**src/rtl/writeback_stage_if.sv**
```systemverilog
// MEM/WB bus of the writeback stage: MEM-side capture inputs and the
// register-file write port, bypass slot and retired counter it drives.
interface writeback_stage_if #(
   parameter int CNT_W = 16
);
   logic             mem_valid;
   logic             mem_reg_write;
   logic [4:0]       mem_rd;
   logic [1:0]       mem_wb_sel;
   logic [7:0]       mem_alu_result;
   logic [7:0]       mem_read_data;
   logic [7:0]       mem_link_addr;
   logic             flush;
   logic             reg_write;
   logic [4:0]       write_reg;
   logic [7:0]       write_reg_data;
   logic             prev_valid;
   logic [4:0]       prev_rd;
   logic [7:0]       prev_data;
   logic [CNT_W-1:0] retired_count;

   modport master (
      output mem_valid, mem_reg_write, mem_rd, mem_wb_sel,
             mem_alu_result, mem_read_data, mem_link_addr, flush,
      input  reg_write, write_reg, write_reg_data,
             prev_valid, prev_rd, prev_data, retired_count
   );

   modport slave (
      input  mem_valid, mem_reg_write, mem_rd, mem_wb_sel,
             mem_alu_result, mem_read_data, mem_link_addr, flush,
      output reg_write, write_reg, write_reg_data,
             prev_valid, prev_rd, prev_data, retired_count
   );
endinterface

```
**src/rtl/writeback_stage.sv**
```systemverilog
// WB stage of the 8-bit RISC-V pipeline: captures the MEM/WB entry, drives the
// register-file write port, keeps a previous-commit bypass slot and a retire counter.
module writeback_stage #(
   parameter int CNT_W = 16
) (
   input logic               clock,
   input logic               reset,
   writeback_stage_if.slave  wb
);
   localparam logic [1:0] SEL_ALU  = 2'b00;
   localparam logic [1:0] SEL_LOAD = 2'b01;
   localparam logic [1:0] SEL_LINK = 2'b10;

   logic             capture_s;
   logic             reg_write_d,      reg_write_q;
   logic [4:0]       write_reg_d,      write_reg_q;
   logic [7:0]       write_reg_data_d, write_reg_data_q;
   logic             prev_valid_d,     prev_valid_q;
   logic [4:0]       prev_rd_d,        prev_rd_q;
   logic [7:0]       prev_data_d,      prev_data_q;
   logic [CNT_W-1:0] retired_count_d,  retired_count_q;

   // Reserved select (11) yields zero data; it never writes anyway.
   function automatic logic [7:0] select_result(
      input logic [1:0] sel,
      input logic [7:0] alu,
      input logic [7:0] load,
      input logic [7:0] link
   );
      logic [7:0] res;
      case (sel)
         SEL_ALU:  res = alu;
         SEL_LOAD: res = load;
         SEL_LINK: res = link;
         default:  res = 8'h00;
      endcase
      return res;
   endfunction

   assign capture_s = wb.mem_valid & ~wb.flush;

   // Next-state for the WB entry, bypass slot and retire counter.
   always_comb begin
      reg_write_d      = 1'b0;
      write_reg_d      = write_reg_q;
      write_reg_data_d = write_reg_data_q;
      retired_count_d  = retired_count_q;
      if (capture_s) begin
         write_reg_d      = wb.mem_rd;
         write_reg_data_d = select_result(wb.mem_wb_sel, wb.mem_alu_result,
                                          wb.mem_read_data, wb.mem_link_addr);
         reg_write_d      = wb.mem_reg_write & (wb.mem_rd != 5'd0)
                            & (wb.mem_wb_sel != 2'b11);
         retired_count_d  = retired_count_q + {{(CNT_W-1){1'b0}}, 1'b1};
      end else begin
         reg_write_d      = 1'b0;
      end
      prev_valid_d = reg_write_q;
      prev_rd_d    = write_reg_q;
      prev_data_d  = write_reg_data_q;
   end

   // State registers with synchronous reset taking priority over everything.
   always_ff @(posedge clock) begin
      if (reset) begin
         reg_write_q      <= 1'b0;
         write_reg_q      <= 5'd0;
         write_reg_data_q <= 8'h00;
         prev_valid_q     <= 1'b0;
         prev_rd_q        <= 5'd0;
         prev_data_q      <= 8'h00;
         retired_count_q  <= '0;
      end else begin
         reg_write_q      <= reg_write_d;
         write_reg_q      <= write_reg_d;
         write_reg_data_q <= write_reg_data_d;
         prev_valid_q     <= prev_valid_d;
         prev_rd_q        <= prev_rd_d;
         prev_data_q      <= prev_data_d;
         retired_count_q  <= retired_count_d;
      end
   end

   assign wb.reg_write      = reg_write_q;
   assign wb.write_reg      = write_reg_q;
   assign wb.write_reg_data = write_reg_data_q;
   assign wb.prev_valid     = prev_valid_q;
   assign wb.prev_rd        = prev_rd_q;
   assign wb.prev_data      = prev_data_q;
   assign wb.retired_count  = retired_count_q;
endmodule

```
**src/flat_wrapper.sv**
```systemverilog
// flat-port wrapper written by rule: the top's interface ports become plain ports
module writeback_stage_flat 
#(
   parameter int CNT_W = 16
)
  (clock, reset, wb_mem_valid, wb_mem_reg_write, wb_mem_rd, wb_mem_wb_sel, wb_mem_alu_result, wb_mem_read_data, wb_mem_link_addr, wb_flush, wb_reg_write, wb_write_reg, wb_write_reg_data, wb_prev_valid, wb_prev_rd, wb_prev_data, wb_retired_count);
  writeback_stage_if #(.CNT_W(CNT_W)) wb_i ();
  input logic clock;
  input logic reset;
  input wire logic [$bits(wb_i.mem_valid)-1:0] wb_mem_valid;
  input wire logic [$bits(wb_i.mem_reg_write)-1:0] wb_mem_reg_write;
  input wire logic [$bits(wb_i.mem_rd)-1:0] wb_mem_rd;
  input wire logic [$bits(wb_i.mem_wb_sel)-1:0] wb_mem_wb_sel;
  input wire logic [$bits(wb_i.mem_alu_result)-1:0] wb_mem_alu_result;
  input wire logic [$bits(wb_i.mem_read_data)-1:0] wb_mem_read_data;
  input wire logic [$bits(wb_i.mem_link_addr)-1:0] wb_mem_link_addr;
  input wire logic [$bits(wb_i.flush)-1:0] wb_flush;
  output wire logic [$bits(wb_i.reg_write)-1:0] wb_reg_write;
  output wire logic [$bits(wb_i.write_reg)-1:0] wb_write_reg;
  output wire logic [$bits(wb_i.write_reg_data)-1:0] wb_write_reg_data;
  output wire logic [$bits(wb_i.prev_valid)-1:0] wb_prev_valid;
  output wire logic [$bits(wb_i.prev_rd)-1:0] wb_prev_rd;
  output wire logic [$bits(wb_i.prev_data)-1:0] wb_prev_data;
  output wire logic [$bits(wb_i.retired_count)-1:0] wb_retired_count;
  assign wb_i.mem_valid = wb_mem_valid;
  assign wb_i.mem_reg_write = wb_mem_reg_write;
  assign wb_i.mem_rd = wb_mem_rd;
  assign wb_i.mem_wb_sel = wb_mem_wb_sel;
  assign wb_i.mem_alu_result = wb_mem_alu_result;
  assign wb_i.mem_read_data = wb_mem_read_data;
  assign wb_i.mem_link_addr = wb_mem_link_addr;
  assign wb_i.flush = wb_flush;
  assign wb_reg_write = wb_i.reg_write;
  assign wb_write_reg = wb_i.write_reg;
  assign wb_write_reg_data = wb_i.write_reg_data;
  assign wb_prev_valid = wb_i.prev_valid;
  assign wb_prev_rd = wb_i.prev_rd;
  assign wb_prev_data = wb_i.prev_data;
  assign wb_retired_count = wb_i.retired_count;
  writeback_stage #(.CNT_W(CNT_W)) u_core (.clock(clock), .reset(reset), .wb(wb_i));
endmodule
```
**config.mk**
```make
export PLATFORM = sky130hd
export DESIGN_NAME = writeback_stage_flat
export DESIGN_NICKNAME = d
export VERILOG_FILES = /design/src/rtl/writeback_stage_if.sv /design/src/rtl/writeback_stage.sv /design/src/flat_wrapper.sv
export SDC_FILE = /design/constraint.sdc
export NUM_CORES = 1
export LEC_CHECK = 0
export CAP_MARGIN = 20
export CORE_ASPECT_RATIO = 0.7
export CORE_MARGIN = 2
export CORE_UTILIZATION = 29
export CTS_CLUSTER_SIZE = 20
export DETAILED_ROUTE_END_ITERATION = 10
export PLACE_DENSITY = 0.63
export SYNTH_ARGS = -nofsm -noshare
export SYNTH_HDL_FRONTEND = slang
export SYNTH_SLANG_ARGS = --single-unit
```
**constraint.sdc**
```tcl
create_clock -name clock -period 1.53 [get_ports clock]
set_input_delay 0.153 -clock clock [delete_from_list [all_inputs] [get_ports clock]]
set_output_delay 0.153 -clock clock [all_outputs]
set_load 0.01 [all_outputs]
```
==> summary.txt, run 1 <==
Outcome
  • Status: finished clean

Global route
  • Total GRT Usage: between 10% and 20%
  • Global route overflow: 0
  • Initial antenna violation count: 0
  • First-pass GRT wire length: approximately 7600 um
  • Vias in the first global route: 1573
  • Largest net degree at the start of global routing: 18

Drt
  • DRC Markers: 0
  • WL met1: 2384 um
  • First-pass DRT Iterations: 4
  • Per-cell routed wire length: around 13 um
  • Via count: between 1500 and 2000
  • Total wire length: 4709 um
  • Initial DRC count: 36
  • Vias per inst: 4.435
  • Antenna-violating nets left: 0
  • Routed met3 length: about 170 um
  • Top Layer Used: met4
  • Routed wl met2: 2104 um

Min path
  • Hold WC Path Type: in -> reg

Cells and area
  • Max reg flops: 16
  • Storage element area: 919.6 um^2
  • Finished Cell Area: 2970 um^2
  • Final core area utilization: a little over 50%
  • Fill count: 551
  • Area of the multi-input gates: approximately 830 um^2
  • Nets: 331
  • Layout cells sized above 1: 20.34%
  • Non-Filler Instances: 370
  • N_diodes: 0
  • Syn-to-layout area delta: 72.53%

Synthesis
  • Syn nets: 221
  • Yosys top cell by area: dfxtp_1
  • Ys flop type: dfxtp_1
  • Share of the synthesized area in the top cell type: around half
  • Mapped Avg Cell Area: around 9.4 um^2
  • Yosys cell types: 29
  • Dominant cells by area after synthesis: dfxtp_1 (51%), nor2_1 (6.5%), nor2b_1 (5.8%)
  • FFs w/ async S/R, synth: 0%
  • EDFF count, synth: 0
  • Synth warnings: 0
  • Synthesized instance count: 184
  • Sequential fraction of the synthesis area: 51.16%
  • Cell Area, Synth: 1722 um^2
  • #FFs+latches synth: 44

Timing
  • Rel. slew slack: 57.80%
  • Maximum clock rate: 673.8 MHz
  • Crit share post-route: 97.00%
  • Fin. Hold Viols: 0
  • Slew Viols, Final: 0
  • TNS Setup: 0 ns
  • # setup viols final: 0
  • Fin crit period: ~1.5 ns
  • Unrepaired setup endpoints after global routing: false
  • Final Skew: 0.01039 ns
  • Worst-margin pin slew: 0.6316 ns
  • Final worst slack: 0.04587 ns

Power and ir drop
  • P_int: 0.001715 W
  • Sw frac: 23.26%
  • Clk network pwr share: 30.7%
  • Max VDD drop: 0.3521 mV
  • Pwr dens: 752.5 nW/um^2
  • P_sw: about 0.00052 W
  • Comb power frac: 15.8%
  • Leakage: between 1 and 1.5 nW
  • Seq pwr share: between 50% and 60%

Critical path
  • CP Launch Type: register
  • Worst Path Required: 1.76 ns
  • CP max stage cell: or3_2
  • CP max FO: 5
  • Crit-path cells: nand4_4 > or3_4 > or3_2 > a21oi_1
  • Crit. End Element: register
  • Critical path class: reg -> reg
  • Crit path DAT: 1.71 ns
  • Peak per-stage delay on the critical path: just over 0.4 ns

Die
  • # rows: 23
  • Die X-Extent: between 90 and 100 um
  • Die ar.: 6579 um^2
  • Initial Util: 30.06%
  • DIE HEIGHT: 68.47 um
  • # IOs: 80
  • Core box area: 5727 um^2

CTS
  • CTS H-tree lvls: 2
  • CTS sink cnt: 44
  • Skew-Pair Late Insertion Delay: 0.29 ns
  • Root Driver: clkbuf_8
  • CTS tree: built
  • CTS buffer count: 5
  • Clock transition at path regs: 0.08 ns
  • Maximum clock path buffer count: 2

Placement
  • IO Port Bufs: 79
  • RD Place Congestion: 0.7680
  • Area after DPL: 2826 um^2
  • Place WS: -0.2135 ns
  • Inst Count DP: 358
  • Hpwl dp: 3750 um

Job
  • Max Cap Viol: 0
-- repair_timing --
| item | in CTS | in global routing |
|---|---|---|
| hold buffers | 0 | 0 |
| endpoints found under the setup margin | 2 | 8 |
| buffers inserted | 3 | 1 |
| resized for setup | 2 | 7 |
| pin swaps | 3 | 2 |
-- layer usage --
metal | GRT usage [%] | vias to the layer above
met5 | 0 | -
met4 | 4.821 | 0
met3 | 3.744 | 5
met2 | 23.87 | 33
met1 | 21.11 | 747
li1 | - | 856
-- synthesized netlist by cell type, drive strengths merged (2+ instances only) --
| cell | count |
|---|---|
| dfxtp | 44 |
| nor2 | 30 |
| nor2b | 16 |
| nor3 | 13 |
| nand2 | 11 |
| a211oi | 8 |
| mux2i | 8 |
| xnor2 | 8 |
| clkbuf | 6 |
| a21oi | 5 |
| o22a | 5 |
| xor2 | 4 |
| buf | 3 |
| nand3 | 3 |
| nand4 | 3 |
| nor4 | 3 |
| or3 | 3 |
| o21ai | 2 |
-- worst max-delay path: cells and delay by family, from the launching register on --
kind            cells  cell delay, ns
simple gates        3            0.91
flops               1            0.37
compound gates      1            0.14
-- layout by cell type, fill, tap and decap left out, drive strengths merged, types with 4 or more instances in the layout --
cell type      instances
clkdlybuf4s50         79
dfxtp                 44
buf                   33
nor2                  30
nor2b                 16
nor3                  13
nand2                 11
mux2i                  8
a211oi                 8
xnor2                  8
clkbuf                 7
o22a                   5
a21oi                  5
xor2                   4
-- through the flow --
step	hold slack [ns]	total power, W
3_5_place_dp	0.4726	0.001579
5_1_grt	0.4262	0.002345
6_report	0.4194	0.002235
4_1_cts	0.4140	0.002270
3_3_place_gp	0.4613	0.001576
2_1_floorplan	0.2362	0.001348
-- power groups by stage --
| stage | clock network (W) | registers, W | logic, W |
|---|---|---|---|
| 5_1_grt | 0.000760 | 0.00120 | 0.000384 |
| 2_1_floorplan | 0 | 0.00124 | 0.000104 |
| 6_report | 0.000687 | 0.00120 | 0.000353 |
| 3_3_place_gp | 0 | 0.00122 | 0.000353 |
| 4_1_cts | 0.000717 | 0.00120 | 0.000356 |
| 3_5_place_dp | 0 | 0.00122 | 0.000355 |
-- worst paths after layout --
path,startpoint,to,slack (ns),cells past startpoint
worst max-delay path,u_core.wb.retired_count[5],u_core.wb.retired_count[14],0.05,4
worst min-delay path,wb_mem_reg_write,u_core.wb.reg_write,0.42,3
worst max register to register,u_core.wb.retired_count[5],u_core.wb.retired_count[14],0.05,4
worst min register to register,u_core.wb.write_reg_data[7],u_core.wb.prev_data[7],0.47,1
-- cell families (layout without fill, tap and decap cells) --
logic type | after synthesis | count (layout) | share of synthesized area [%]
muxes | 8 | 8 | 4.651
xor gates and xnor gates | 12 | 12 | 6.105
AOI/OAI and AO/OA | 21 | 21 | 8.503
and+or+nand+nor | 88 | 88 | 26.67
DFF | 44 | 44 | 51.16
adders and majority gates | 1 | 1 | 0.7266
buffers and inverters | 10 | 121 | 2.180
-- final cells by class --
type,instances,area share (%)
sequential,44,30.96
multi-input combinational,130,28.05
clock inverter,1,0.1685
tap,75,3.159
timing repair buffer,112,34.96
inverter,1,0.1264
clock buffer,7,2.570
Note: power is estimated with default switching activity, not from simulation.
==> run 2, diff against run 1 <==
--- a/config.mk
+++ b/config.mk
@@ -11,6 +11,7 @@
 export CORE_UTILIZATION = 29
 export CTS_CLUSTER_SIZE = 20
 export DETAILED_ROUTE_END_ITERATION = 10
+export GPL_TIMING_DRIVEN = 0
 export PLACE_DENSITY = 0.63
 export SYNTH_ARGS = -nofsm -noshare
 export SYNTH_HDL_FRONTEND = slang
==> run 2 against run 1 <==
Net effect:
- critical path depth stayed put
- hold slack worse by 0.095 ns
- clock skew is 0.0012 ns higher
- register-to-register slack worse by 0.02 ns
- total power is 7.6% higher
- maximum frequency is 1.2% lower
- via count is 2.9% lower
- final cell count is 3.8% lower
- flip-flop and latch count stayed put
- sequential share of layout area is 1.1 points higher
- critical path type unchanged
==> summary.txt, run 2 (synthesized netlist as in run 1, its figures left out) <==
Die
  • # IOs: 80 (unchanged)
  • Die ar.: 6579 um^2 (unchanged)
  • Core box area: 5727 um^2 (unchanged)
  • DIE HEIGHT: 68.47 um (unchanged)
  • Die X-Extent: 96.09 um (unchanged)
  • # rows: 23 (unchanged)
  • Initial Util: 30.06% (unchanged)

Global route
  • Initial antenna violation count: 0 (unchanged)
  • Vias in the first global route: 1476 (-6.2%)
  • First-pass GRT wire length: 7362 um (-3.4%)
  • Total GRT Usage: 14.88% (-0.51 points)
  • Largest net degree at the start of global routing: 14 (-4)
  • Global route overflow: 0 (unchanged)

CTS
  • Clock transition at path regs: 0.09 ns (about the same)
  • CTS H-tree lvls: 2 (unchanged)
  • Hold_buf cts: 0 (unchanged)
  • Root Driver: clkbuf_8
  • Maximum clock path buffer count: 2 (unchanged)
  • Skew-Pair Late Insertion Delay: 0.29 ns (about the same)
  • CTS tree: built
  • CTS sink cnt: 44 (unchanged)
  • CTS buffer count: 5 (unchanged)

Timing
  • Crit share post-route: 98.18% (+1.2 points)
  • # setup viols final: 0 (unchanged)
  • Rel. slew slack: 53.13% (-4.7 points)
  • Fin crit period: 1.502 ns (+0.01798 ns)
  • Unrepaired setup endpoints after global routing: true
  • Fin. Hold Viols: 0 (unchanged)
  • Maximum clock rate: 665.7 MHz (-1.2%)
  • Worst-margin pin slew: 0.7031 ns (+0.07141 ns)
  • Final Skew: 0.01159 ns (+0.001201 ns)
  • Slew Viols, Final: 0 (unchanged)
  • Final worst slack: 0.02789 ns (-0.01798 ns)

Power and ir drop
  • Comb power frac: 13.8% (-2.0 points)
  • P_int: 0.001858 W (+8.3%)
  • Clk network pwr share: 36.5% (+5.8 points)
  • Sw frac: 22.75% (-0.50 points)
  • P_sw: 0.0005473 W (+5.3%)
  • Pwr dens: 835.1 nW/um^2 (+11%)
  • Max VDD drop: 0.4854 mV (+38%)
  • Seq pwr share: 49.7% (-3.8 points)
  • Leakage: 1.055 nW (-5.6%)

Drt
  • Via count: 1594 (-2.9%)
  • Total wire length: 4755 um (+0.98%)
  • Initial DRC count: 52 (+44%)
  • Antenna-violating nets left: 0 (unchanged)
  • First-pass DRT Iterations: 4 (unchanged)
  • Vias per inst: 4.478 (+0.96%)
  • Per-cell routed wire length: 13.36 um (+4.9%)
  • DRC Markers: 0 (unchanged)

Cells and area
  • Nets: 317 (-4.2%)
  • Syn-to-layout area delta: 67.30%
  • N_diodes: 0 (unchanged)
  • Fill count: 552 (+0.18%)
  • Max reg flops: 16 (unchanged)
  • Non-Filler Instances: 356 (-3.8%)
  • Layout cells sized above 1: 16.73% (-3.6 points)
  • Commonest cells after routing, fill and taps aside: clkdlybuf4s50_1 (76), dfxtp_1 (31), nor2_1 (30), nor2b_1 (16), nor3_1 (13)
  • Commonest non-fill, non-tap cell in the layout: clkdlybuf4s50_1

Placement
  • Hpwl dp: 3539 um (-5.6%)
  • Place WS: -0.4232 ns (-0.2097 ns)
  • Inst Count DP: 336 (-6.1%)
  • IO Port Bufs: 77 (-2.5%)
  • RD Place Congestion: 0.8081 (+5.2%)

Job
  • Max Cap Viol: 0 (unchanged)

Min path
  • Hold endpoint: u_core.wb.retired_count[2]
  • Hold WC Path Type: in -> reg
  • Hold path start: wb_flush
  • Min-Delay Path Depth: 5 (+2)

Critical path
  • Critical path class: reg -> reg
  • CP Launch Type: register
  • Worst reg2reg endpoint: u_core.wb.retired_count[15]
  • Reg2reg setup slack: 0.03 ns (-0.02 ns)
  • Crit path DAT: 1.74 ns (+0.03 ns)
  • Reg2reg start: u_core.wb.retired_count[7]
  • Worst Reg-to-Reg Cells: 4 (unchanged)
  • Crit. End Element: register
  • Worst Path Required: 1.76 ns (about the same)
  • CP max FO: 5 (unchanged)

Outcome
  • Status: finished clean
## run 2: what timing repair did
item,4_1_cts,5_1_grt
buffers inserted,7,5
setup endpoints to repair,4,20
pin swaps,3,3
resized for setup,4,17
## run 2: through the flow
stage | instance area [um^2] | TNS, ns | total power, W | utilization [%] | hold slack, ns
2_1_floorplan | 1758 | 0 | 0.001348 | - | 0.2362
3_3_place_gp | 2623 | -5.983 | 0.001550 | 45.79 | 0.4711
3_5_place_dp | 2623 | -6.961 | 0.001553 | 45.79 | 0.4732
4_1_cts | 2791 | -0.01927 | 0.002431 | 48.74 | 0.4040
5_1_grt | 2880 | -0.02966 | 0.002516 | 50.30 | 0.3988
6_report | 2880 | 0 | 0.002405 | 50.30 | 0.3242
## run 2: worst max-delay path, stage by stage (launching register included)
cell and delay [ns]:
dfxtp_4 0.39, nand3_2 0.09, or3_4 0.42, or4_4 0.42, a21oi_1 0.13
## run 2: cell type report
| cell class | count | area, um^2 | share of cell area, % |
|---|---|---|---|
| Multi-Input combinational cell | 130 | 850.8 | 29.54 |
| Tap cell | 75 | 93.84 | 3.258 |
| Clock buffer | 6 | 72.57 | 2.520 |
| Timing Repair Buffer | 89 | 863.3 | 29.97 |
| Buffer | 9 | 38.79 | 1.347 |
| Clock inverter | 2 | 35.03 | 1.216 |
| Sequential cell | 44 | 922.1 | 32.02 |
| Inverter | 1 | 3.754 | 0.1303 |
## run 2: power groups by stage
stage | clock, W | combinational, W | sequential [W]
2_1_floorplan | 0 | 0.000104 | 0.00124
3_3_place_gp | 0 | 0.000325 | 0.00123
3_5_place_dp | 0 | 0.000328 | 0.00122
4_1_cts | 0.000903 | 0.000329 | 0.00120
5_1_grt | 0.000953 | 0.000362 | 0.00120
6_report | 0.000878 | 0.000332 | 0.00119
## run 2: worst max path at each step
stage	startpoint	end	slack, ns	cells past startpoint
floorplan	u_core.wb.retired_count[0]	u_core.wb.retired_count[14]	0.005	5
global placement	wb_flush	u_core.wb.retired_count[15]	-0.40	5
detailed placement	wb_flush	u_core.wb.retired_count[15]	-0.42	5
CTS	u_core.wb.retired_count[5]	u_core.wb.retired_count[14]	-0.02	4
global route	u_core.wb.retired_count[7]	u_core.wb.retired_count[15]	-0.03	4
finish	u_core.wb.retired_count[7]	u_core.wb.retired_count[15]	0.03	4
## run 2: routing by layer
layer | up-vias | routed length [um] | GRT usage (%) | part of all wire [%]
li1 | 823 | - | - | -
met1 | 733 | 2391 | 20.87 | 50
met2 | 34 | 2107 | 22.57 | 44
met3 | 4 | 206 | 3.744 | 4.3
met4 | 0 | 48 | 4.286 | 1.0
met5 | - | 0 | 0 | 0
